$ cat src/rtl/hazard_scheduler.sv
// Decode-stage hazard scheduler: a three-slot write scoreboard (EX/MEM/WB) interlocks RAW
// dependences and holds the pipeline while a multi-cycle multiply is in EX.
module hazard_scheduler #(
    parameter int TIMEOUT = 32
) (
    input  logic        clock,
    input  logic        reset,
    input  logic        dec_valid,
    input  logic [4:0]  dec_rs,
    input  logic [4:0]  dec_rt,
    input  logic        dec_rt_used,
    input  logic [4:0]  dec_rd,
    input  logic        dec_rf_wp,
    input  logic        dec_multi,
    input  logic        alu_done,
    output logic        stall,
    output logic        bubble,
    output logic        ex_hold,
    output logic        issued,
    output logic        timeout_err,
    output logic [15:0] stall_count
);
    typedef enum logic {
        RUN      = 1'b0,
        MUL_WAIT = 1'b1
    } stateT;

    localparam logic [7:0] WAIT_LAST = 8'(TIMEOUT - 1);

    stateT       stateReg, stateNext;
    logic [7:0]  waitReg, waitNext;
    logic        timeoutErrReg, timeoutErrNext;
    logic [15:0] stallCountReg;

    // Slot 0 = EX, 1 = MEM, 2 = WB; a slot is only marked valid for a real write to r1..r31.
    logic [2:0]  slotValidReg, slotValidNext;
    logic [4:0]  slotRdReg  [3];
    logic [4:0]  slotRdNext [3];

    logic [2:0]  slotHit;
    logic        hazard;
    logic        stallComb, bubbleComb, exHoldComb, issuedComb;

    genvar gi;
    for (gi = 0; gi < 3; gi++) begin : gSlotHit
        assign slotHit[gi] = slotValidReg[gi] &&
                             ((slotRdReg[gi] == dec_rs) ||
                              (dec_rt_used && (slotRdReg[gi] == dec_rt)));
    end

    assign hazard = dec_valid && (|slotHit);

    always_comb begin
        stateNext      = stateReg;
        waitNext       = waitReg;
        timeoutErrNext = timeoutErrReg;
        stallComb      = 1'b0;
        bubbleComb     = 1'b0;
        exHoldComb     = 1'b0;
        issuedComb     = 1'b0;
        slotValidNext  = {slotValidReg[1:0], 1'b0};
        slotRdNext[0]  = '0;
        slotRdNext[1]  = slotRdReg[0];
        slotRdNext[2]  = slotRdReg[1];

        case (stateReg)
            RUN: begin
                issuedComb = dec_valid && !hazard;
                stallComb  = dec_valid && hazard;
                bubbleComb = dec_valid && hazard;
                if (issuedComb) begin
                    slotValidNext[0] = dec_rf_wp && (dec_rd != 5'd0);
                    slotRdNext[0]    = dec_rd;
                    if (dec_multi) begin
                        stateNext = MUL_WAIT;
                        waitNext  = '0;
                    end
                end
            end
            MUL_WAIT: begin
                stallComb  = 1'b1;
                exHoldComb = !alu_done;
                if (alu_done) begin
                    stateNext = RUN;
                end else if (waitReg == WAIT_LAST) begin
                    // Forced exit drains the multiply exactly like a normal completion.
                    stateNext      = RUN;
                    timeoutErrNext = 1'b1;
                end else begin
                    waitNext         = waitReg + 8'd1;
                    slotValidNext[0] = slotValidReg[0];
                    slotRdNext[0]    = slotRdReg[0];
                    slotValidNext[1] = 1'b0;
                end
            end
            default: begin
                stateNext = RUN;
            end
        endcase
    end

    always_ff @(posedge clock) begin
        if (!reset) begin
            stateReg      <= RUN;
            waitReg       <= '0;
            timeoutErrReg <= 1'b0;
            stallCountReg <= '0;
            slotValidReg  <= '0;
            for (int i = 0; i < 3; i++) begin
                slotRdReg[i] <= '0;
            end
        end else begin
            stateReg      <= stateNext;
            waitReg       <= waitNext;
            timeoutErrReg <= timeoutErrNext;
            slotValidReg  <= slotValidNext;
            for (int i = 0; i < 3; i++) begin
                slotRdReg[i] <= slotRdNext[i];
            end
            if (stallComb && (stallCountReg != 16'hFFFF)) begin
                stallCountReg <= stallCountReg + 16'd1;
            end
        end
    end

    // Control strobes are forced low for as long as reset is held.
    assign stall       = reset && stallComb;
    assign bubble      = reset && bubbleComb;
    assign ex_hold     = reset && exHoldComb;
    assign issued      = reset && issuedComb;
    assign timeout_err = timeoutErrReg;
    assign stall_count = stallCountReg;

endmodule

$ cat config.mk
export PLATFORM = sky130hd
export DESIGN_NAME = hazard_scheduler
export DESIGN_NICKNAME = d
export VERILOG_FILES = /design/src/rtl/hazard_scheduler.sv
export SDC_FILE = /design/constraint.sdc
export NUM_CORES = 1
export LEC_CHECK = 0
export ABC_AREA = 0
export BUFFER_PORTS_ARGS = -buffer_cell sky130_fd_sc_hd__buf_2
export CORE_MARGIN = 2
export CORE_UTILIZATION = 52
export CTS_BUF_LIST = sky130_fd_sc_hd__clkbuf_16
export DETAILED_ROUTE_END_ITERATION = 6
export GPL_TIMING_DRIVEN = 0
export PLACE_DENSITY = 0.79
export SYNTH_ARGS = -nofsm -noshare
export SYNTH_HDL_FRONTEND = slang
export SYNTH_SLANG_ARGS = --single-unit
export TNS_END_PERCENT = 20
$ cat constraint.sdc
create_clock -name clock -period 2.4 [get_ports clock]
set_input_delay 0.48 -clock clock [delete_from_list [all_inputs] [get_ports clock]]
set_output_delay 0.48 -clock clock [all_outputs]
set_load 0.05 [all_outputs]
==> results of run 1 <==
worst max-delay path by stage:
stage	start	depth (start not counted)	endpoint	slack (ns)
6_report	dec_rt[1]	8	stall	0.04
4_1_cts	dec_rt[1]	8	stall	-0.02
3_5_place_dp	dec_rs[3]	9	stall_count[3]$_SDFFE_PN0P_	-0.11
2_1_floorplan	dec_rt[3]	6	stall	-0.12
3_3_place_gp	dec_rs[2]	7	issued	-0.1
5_1_grt	slotRdReg[0][1]$_SDFFE_PN0P_	7	bubble	-0.03
logic make-up (layout without fill, tap and decap cells):
family                     after synthesis  after routing  synth area share, %
and+or+nand+nor                        106            106                 26.1
AOI/OAI and AO/OA                       55             55                 16.8
DFF                                     44             44                 39.6
xor gates and xnor gates                31             31                 12.2
buffers and inverters                   15             67                 3.27
adders and majority gates                2              2                 1.13
muxes                                    2              2                0.901
cell type report:
class	instances	share of cell area, %
multi-input cells	196	47.7
flip-flops and latches	44	31.3
repair buffers	44	8.66
clock buffers	5	4.40
clock inverters	3	3.16
well taps	50	2.20
plain buffers	9	1.76
inverters	6	0.791
timing repair:
item | 4_1_cts | 5_1_grt
setup endpoints to repair | 3 | 17
gates resized for setup | 10 | 18
pin swaps | 8 | 6
buffers inserted | 1 | 1
hold endpoints to repair | 0 | 0
registers in the layout (all words and copies together) (netlist names):
signal	cells
stall_count	16
slotRdReg	15
waitReg	8
slotValidReg	3
stateReg	1
timeout_err	1
routing by layer:
metal	up-vias	wire [um]
li1	1031	-
met1	979	2550
met2	71	2720
met3	9	405
met4	0	78
met5	-	0
placed cells by master (no fill, tap or decap), types with 4 or more instances in the layout:
master / instances
and2_1: 12
and3_1: 4
dfxtp_1: 40
nor4_2: 5
xor2_1: 15
buf_2: 39
inv_1: 6
nand2_1: 18
a21oi_1: 16
or3_2: 5
o31ai_1: 6
clkbuf_16: 5
nand2b_1: 4
nor3_1: 4
o21ai_0: 9
xnor2_1: 15
or4_1: 6
nand3_1: 14
nor2_1: 17
nand4_1: 9
buf_6: 5
clkbuf_1: 6
a22o_1: 4
worst max-delay path, stage by stage:
cell and delay (ns):
buf_4 0.13, xor2_1 0.17, nor4_2 0.33, nand4_1 0.19
nand4_4 0.19, o21ai_2 0.07, a21oi_2 0.14, buf_6 0.18
report_power, final:
part | total [mW] | switching (mW) | internal, mW
clock | 0.983 | 0.282 | 0.701
sequential | 0.758 | 0.0161 | 0.742
combinational | 0.160 | 0.0947 | 0.0652
stage by stage:
| step | worst slack [ns] | cells | total power [mW] |
|---|---|---|---|
| 2_1_floorplan | -0.124 | 255 | 0.860 |
| 3_3_place_gp | -0.0961 | 347 | 0.913 |
| 3_5_place_dp | -0.115 | 347 | 0.916 |
| 4_1_cts | -0.0239 | 356 | 1.90 |
| 5_1_grt | -0.0259 | 357 | 1.96 |
| 6_report | 0.0391 | 357 | 1.90 |
==> results.cfg, run 1 <==
[outcome]
status = finished clean

[final_layout]
multi_input_area_sq_um = 1360
drive_above_1_share_pct = 27.7
nNetsFinal = 330
seqCellArea_sq_um = 891
final_area_sq_um = 2850
syn2layout_area_growth_pct = 28.1
fillers = 298
postLayoutCoreUtil_pct = 70.2
num_antenna_cells = 0

[synthesis]
yosysSeqAreaShare_pct = 39.6
syn_area_sq_um = 2220
synth_area_per_cell_sq_um = 8.71
synth.distinct_cells = 44
ys_top_cells_by_count = dfxtp_1, a21oi_1, nand2_1
synth_top_area_share_pct = 39.6
synth_edf_count = 0
async_flop_share_pct = 0
yosysMostFrequentCell = dfxtp_1
yosys.area.top_type = dfxtp_1
synth_flop_cell = dfxtp_1
netlist_instances = 255
synth_area_leaders = dfxtp_1, xor2_1, xnor2_1
synth-seq-cells = 44
synth_fp_nets = 279
yosysWarnings = 0

[power]
powerDensity_nw_per_um2 = 668
p_leak_nw = 1.07
peakVddDrop_v = 0.000459

[detailed_routing]
wl_per_cell_um = 16.1
ant_nets = 0
vias_per_cell = 5.85
drt-initial-drc-count = 159
wl_mm = 5.75
firstDrtPassIters = 5
drc = 0
vias = 2090

[floorplan]
core_sq_um = 4060
die-width_um = 69.4
dieHeight_um = 69.4
start_util_pct = 54.8
rows = 23
dieArea_sq_um = 4810
ios = 43

[timing]
maxSlewViolCount = 0
hold_violations = 0
rsz0062_at_grt = true
setup_viol = 0
fin_hold_ws_ns = 0.424
worst_slew_pin_slew_ns = 0.565
finClkSkew_ns = 0.00221
slew_headroom_pct = 62.3
finalCritPeriodShare_pct = 98.4
fmax_mhz = 424
setup_tns_ns = 0
fin_crit_ns = 2.36

[global_route]
use_met2_pct = 36.8
globalRouteMet1Util_pct = 30.5
gr-usage-met3_pct = 6.10
grt_remaining_overflow = 0
grt-busiest-layer = met2
grt_pass1_wl_mm = 9.14
grt_max_degree = 15
antenna_found_initial = 0
track_usage_pct = 23.4
grt_pass1_vias = 1977

[worst_hold_path]
min_from = dec_rd[1]
hold_path_class = input port to flip-flop
whs_path_depth = 2
hold_end = slotRdReg[0][1]$_SDFFE_PN0P_

[worst_setup_path]
r2r_end = stall_count[4]$_SDFFE_PN0P_
rrSetupSlack_ns = 0.13
crit_arrival_ns = 1.88
rr_worst_depth = 9
r2r-start = slotRdReg[0][3]$_SDFFE_PN0P_
crit_required_ns = 1.92
end_kind = primary output
startpoint_type = input port
crit_type = input port to primary output
worstPathMaxFanout = 4

[cts]
cts_inserted_buffers = 5
path_clk_slew_ns = 0.06
cts-root-buf = clkbuf_16
clk_latency_ns = 0.28
clk_path_buf_depth = 2
cts_tree = built
holdBufCountCts = 0
cts.sinks = 44
htreeDepth = 2

[placed_design]
place_congestion = 0.835
io_buffer_count = 42
postPlaceCellArea_sq_um = 2500
hpwl_mm = 3.96

[flow_run]
drv_cap = 0
No activity file was read; power rests on OpenSTA's default activity.
==> inputs of run 2 (changes only) <==
--- a/config.mk
+++ b/config.mk
@@ -5,14 +5,14 @@
 export SDC_FILE = /design/constraint.sdc
 export NUM_CORES = 1
 export LEC_CHECK = 0
-export ABC_AREA = 0
+export ABC_AREA = 1
 export BUFFER_PORTS_ARGS = -buffer_cell sky130_fd_sc_hd__buf_2
 export CORE_MARGIN = 2
 export CORE_UTILIZATION = 52
 export CTS_BUF_LIST = sky130_fd_sc_hd__clkbuf_16
 export DETAILED_ROUTE_END_ITERATION = 6
 export GPL_TIMING_DRIVEN = 0
-export PLACE_DENSITY = 0.79
+export PLACE_DENSITY = 0.77
 export SYNTH_ARGS = -nofsm -noshare
 export SYNTH_HDL_FRONTEND = slang
 export SYNTH_SLANG_ARGS = --single-unit
==> run 2 against run 1 <==
  * Non-clock buffer count increased by 1
  * Clock power fell by 36%
  * Via count increased by 27%
  * Sequential share of layout area decreased by 2.7 points
==> results.cfg, run 2 <==
[synthesis]
yosys.area.top_type = dfxtp_1
synth_edf_count = 0
synth_flop_cell = dfxtp_1
synth_area_per_cell_sq_um = 6.13
synth_area_leaders = dfxtp_1, nand2_1, nand3_1
yosysWarnings = 0
ys_top_cells_by_count = nand2_1, nor2_1, inv_1
syn_area_sq_um = 2610
async_flop_share_pct = 0
synth-seq-cells = 44
yosysMostFrequentCell = nand2_1
synth_fp_nets = 450
netlist_instances = 426
yosysSeqAreaShare_pct = 33.7
synth_top_area_share_pct = 33.7
synth.distinct_cells = 29

[cts]
clk_path_buf_depth = 2
path_clk_slew_ns = 0.06
holdBufCountCts = 0
cts-root-buf = clkbuf_16
cts_inserted_buffers = 5
cts_tree = built
clk_latency_ns = 0.28
htreeDepth = 2
cts.sinks = 44

[final_layout]
seqCellArea_sq_um = 885
largest_reg_flops = 16
layout_commonest_cell = nand2_1
final_cell_mix = nand2_1, nor2_1, inv_1
postLayoutCoreUtil_pct = 64.7
drive_above_1_share_pct = 18.2
nNetsFinal = 502
num_antenna_cells = 0
fillers = 471
syn2layout_area_growth_pct = 18.6
multi_input_area_sq_um = 1460

[floorplan]
die-width_um = 74.9
ios = 43
start_util_pct = 54.6
core_sq_um = 4790
dieHeight_um = 74.9
rows = 25
dieArea_sq_um = 5600

[global_route]
use_met2_pct = 37.6
grt_pass1_vias = 2359
grt_max_degree = 13
track_usage_pct = 23.3
grt_pass1_wl_mm = 10.1
grt_remaining_overflow = 0
antenna_found_initial = 0
globalRouteMet1Util_pct = 32.6
grt-busiest-layer = met2
gr-usage-met3_pct = 4.02

[timing]
fmax_mhz = 442
setup_tns_ns = 0
setup_ws_ns = 0.137
worst_slew_pin_slew_ns = 0.586
slew_headroom_pct = 60.9
setup_viol = 0
finalCritPeriodShare_pct = 94.3
fin_crit_ns = 2.26
finClkSkew_ns = 0.00474
maxSlewViolCount = 0
hold_violations = 0

[flow_run]
drv_cap = 0

[detailed_routing]
ant_nets = 0
drt-initial-drc-count = 107
vias = 2661
wl_per_cell_um = 11.7
vias_per_cell = 4.88
drc = 0
firstDrtPassIters = 6
wl_mm = 6.36

[power]
powerDensity_nw_per_um2 = 523
peakVddDrop_v = 0.000315
p_leak_nw = 1.53

[placed_design]
place_ws_ns = -0.0310
hpwl_mm = 4.74
place_congestion = 0.918
io_buffer_count = 41

[worst_setup_path]
rrSetupSlack_ns = 0.31
cp_cell_sequence = inv_1, nand2_1, nand2_1, nor2_1, nand3_1, nand2_1, nand2_1, nand3_2, nor2_1, nand3_2, inv_1, buf_6
slowest_stage = dfxtp_1
crit_type = flip-flop to primary output
end_kind = primary output
cpPeakStageDelay_ns = 0.30
critPathMostFrequentCell = nand2_1
crit_required_ns = 1.92
crit_arrival_ns = 1.78
startpoint_type = flip-flop
worstPathMaxFanout = 6

[outcome]
status = finished clean

[worst_hold_path]
hold_path_class = flip-flop to flip-flop
run 2: worst paths after layout:
check	endpoint	cells after the start	startpoint
worst max-delay path	issued	12	slotRdReg[0][11]$_SDFF_PN0_
worst min-delay path	slotValidReg[2]$_SDFF_PN0_	2	slotValidReg[1]$_SDFF_PN0_
worst max register to register	stall_count[11]$_SDFFE_PN0P_	10	stall_count[0]$_SDFFE_PN0P_
worst min register to register	slotValidReg[2]$_SDFF_PN0_	2	slotValidReg[1]$_SDFF_PN0_
run 2: logic make-up after synthesis:
| kind of cell | share of synthesized area (%) |
|---|---|
| AND/OR/NAND/NOR | 41.7 |
| buffers and inverters | 10.9 |
| flip-flops | 33.7 |
| XOR/XNOR | 5.70 |
| AO/OA/AOI/OAI | 7.00 |
| adder cells (fa/ha/maj) | 0.958 |
run 2: final cells by class:
cell class / count / area share, %
clock buffer: 5 / 4.04
tap: 67 / 2.71
buffer: 9 / 1.62
inverter: 63 / 7.67
sequential: 44 / 28.6
multi-input combinational: 310 / 47.2
clock inverter: 2 / 0.242
timing repair buffer: 45 / 7.96
run 2: worst max-delay path: cells and delay by family, from the launching register on:
family | cells | cell delay (ns)
buffers and inverters | 3 | 0.34
DFF | 1 | 0.30
and+or+nand+nor | 9 | 0.84
run 2: routing by layer:
metal / up-vias / share of wire (%) / wire length (um)
met5: - / 0 / 0
met4: 0 / 0.63 / 40
met3: 4 / 4.1 / 263
met2: 60 / 47 / 2970
met1: 1171 / 49 / 3090
li1: 1426 / - / -
run 2: what timing repair did:
action                                 4_1_cts  5_1_grt
endpoints found under the hold margin        0        0
gates cloned                                 0        0
setup endpoints to repair                    1        3
resized for setup                            1       15
pin swaps                                    0        1
setup buffers                                0        4
run 2: stage by stage:
| step | instances | instance area (sq um) | power (mW) | hold WS, ns |
|---|---|---|---|---|
| 2_1_floorplan | 426 | 2620 | 0.928 | 0.407 |
| 3_3_place_gp | 534 | 2910 | 0.988 | 0.414 |
| 3_5_place_dp | 534 | 2910 | 0.995 | 0.420 |
| 4_1_cts | 541 | 3040 | 1.62 | 0.431 |
| 5_1_grt | 545 | 3100 | 1.69 | 0.475 |
| 6_report | 545 | 3100 | 1.62 | 0.435 |
run 2: where the power goes:
group | internal [mW] | switching (mW) | leakage (nW)
Combinational | 0.0781 | 0.139 | 1.11
Sequential | 0.754 | 0.0193 | 0.359
Clock | 0.372 | 0.258 | 0.0648
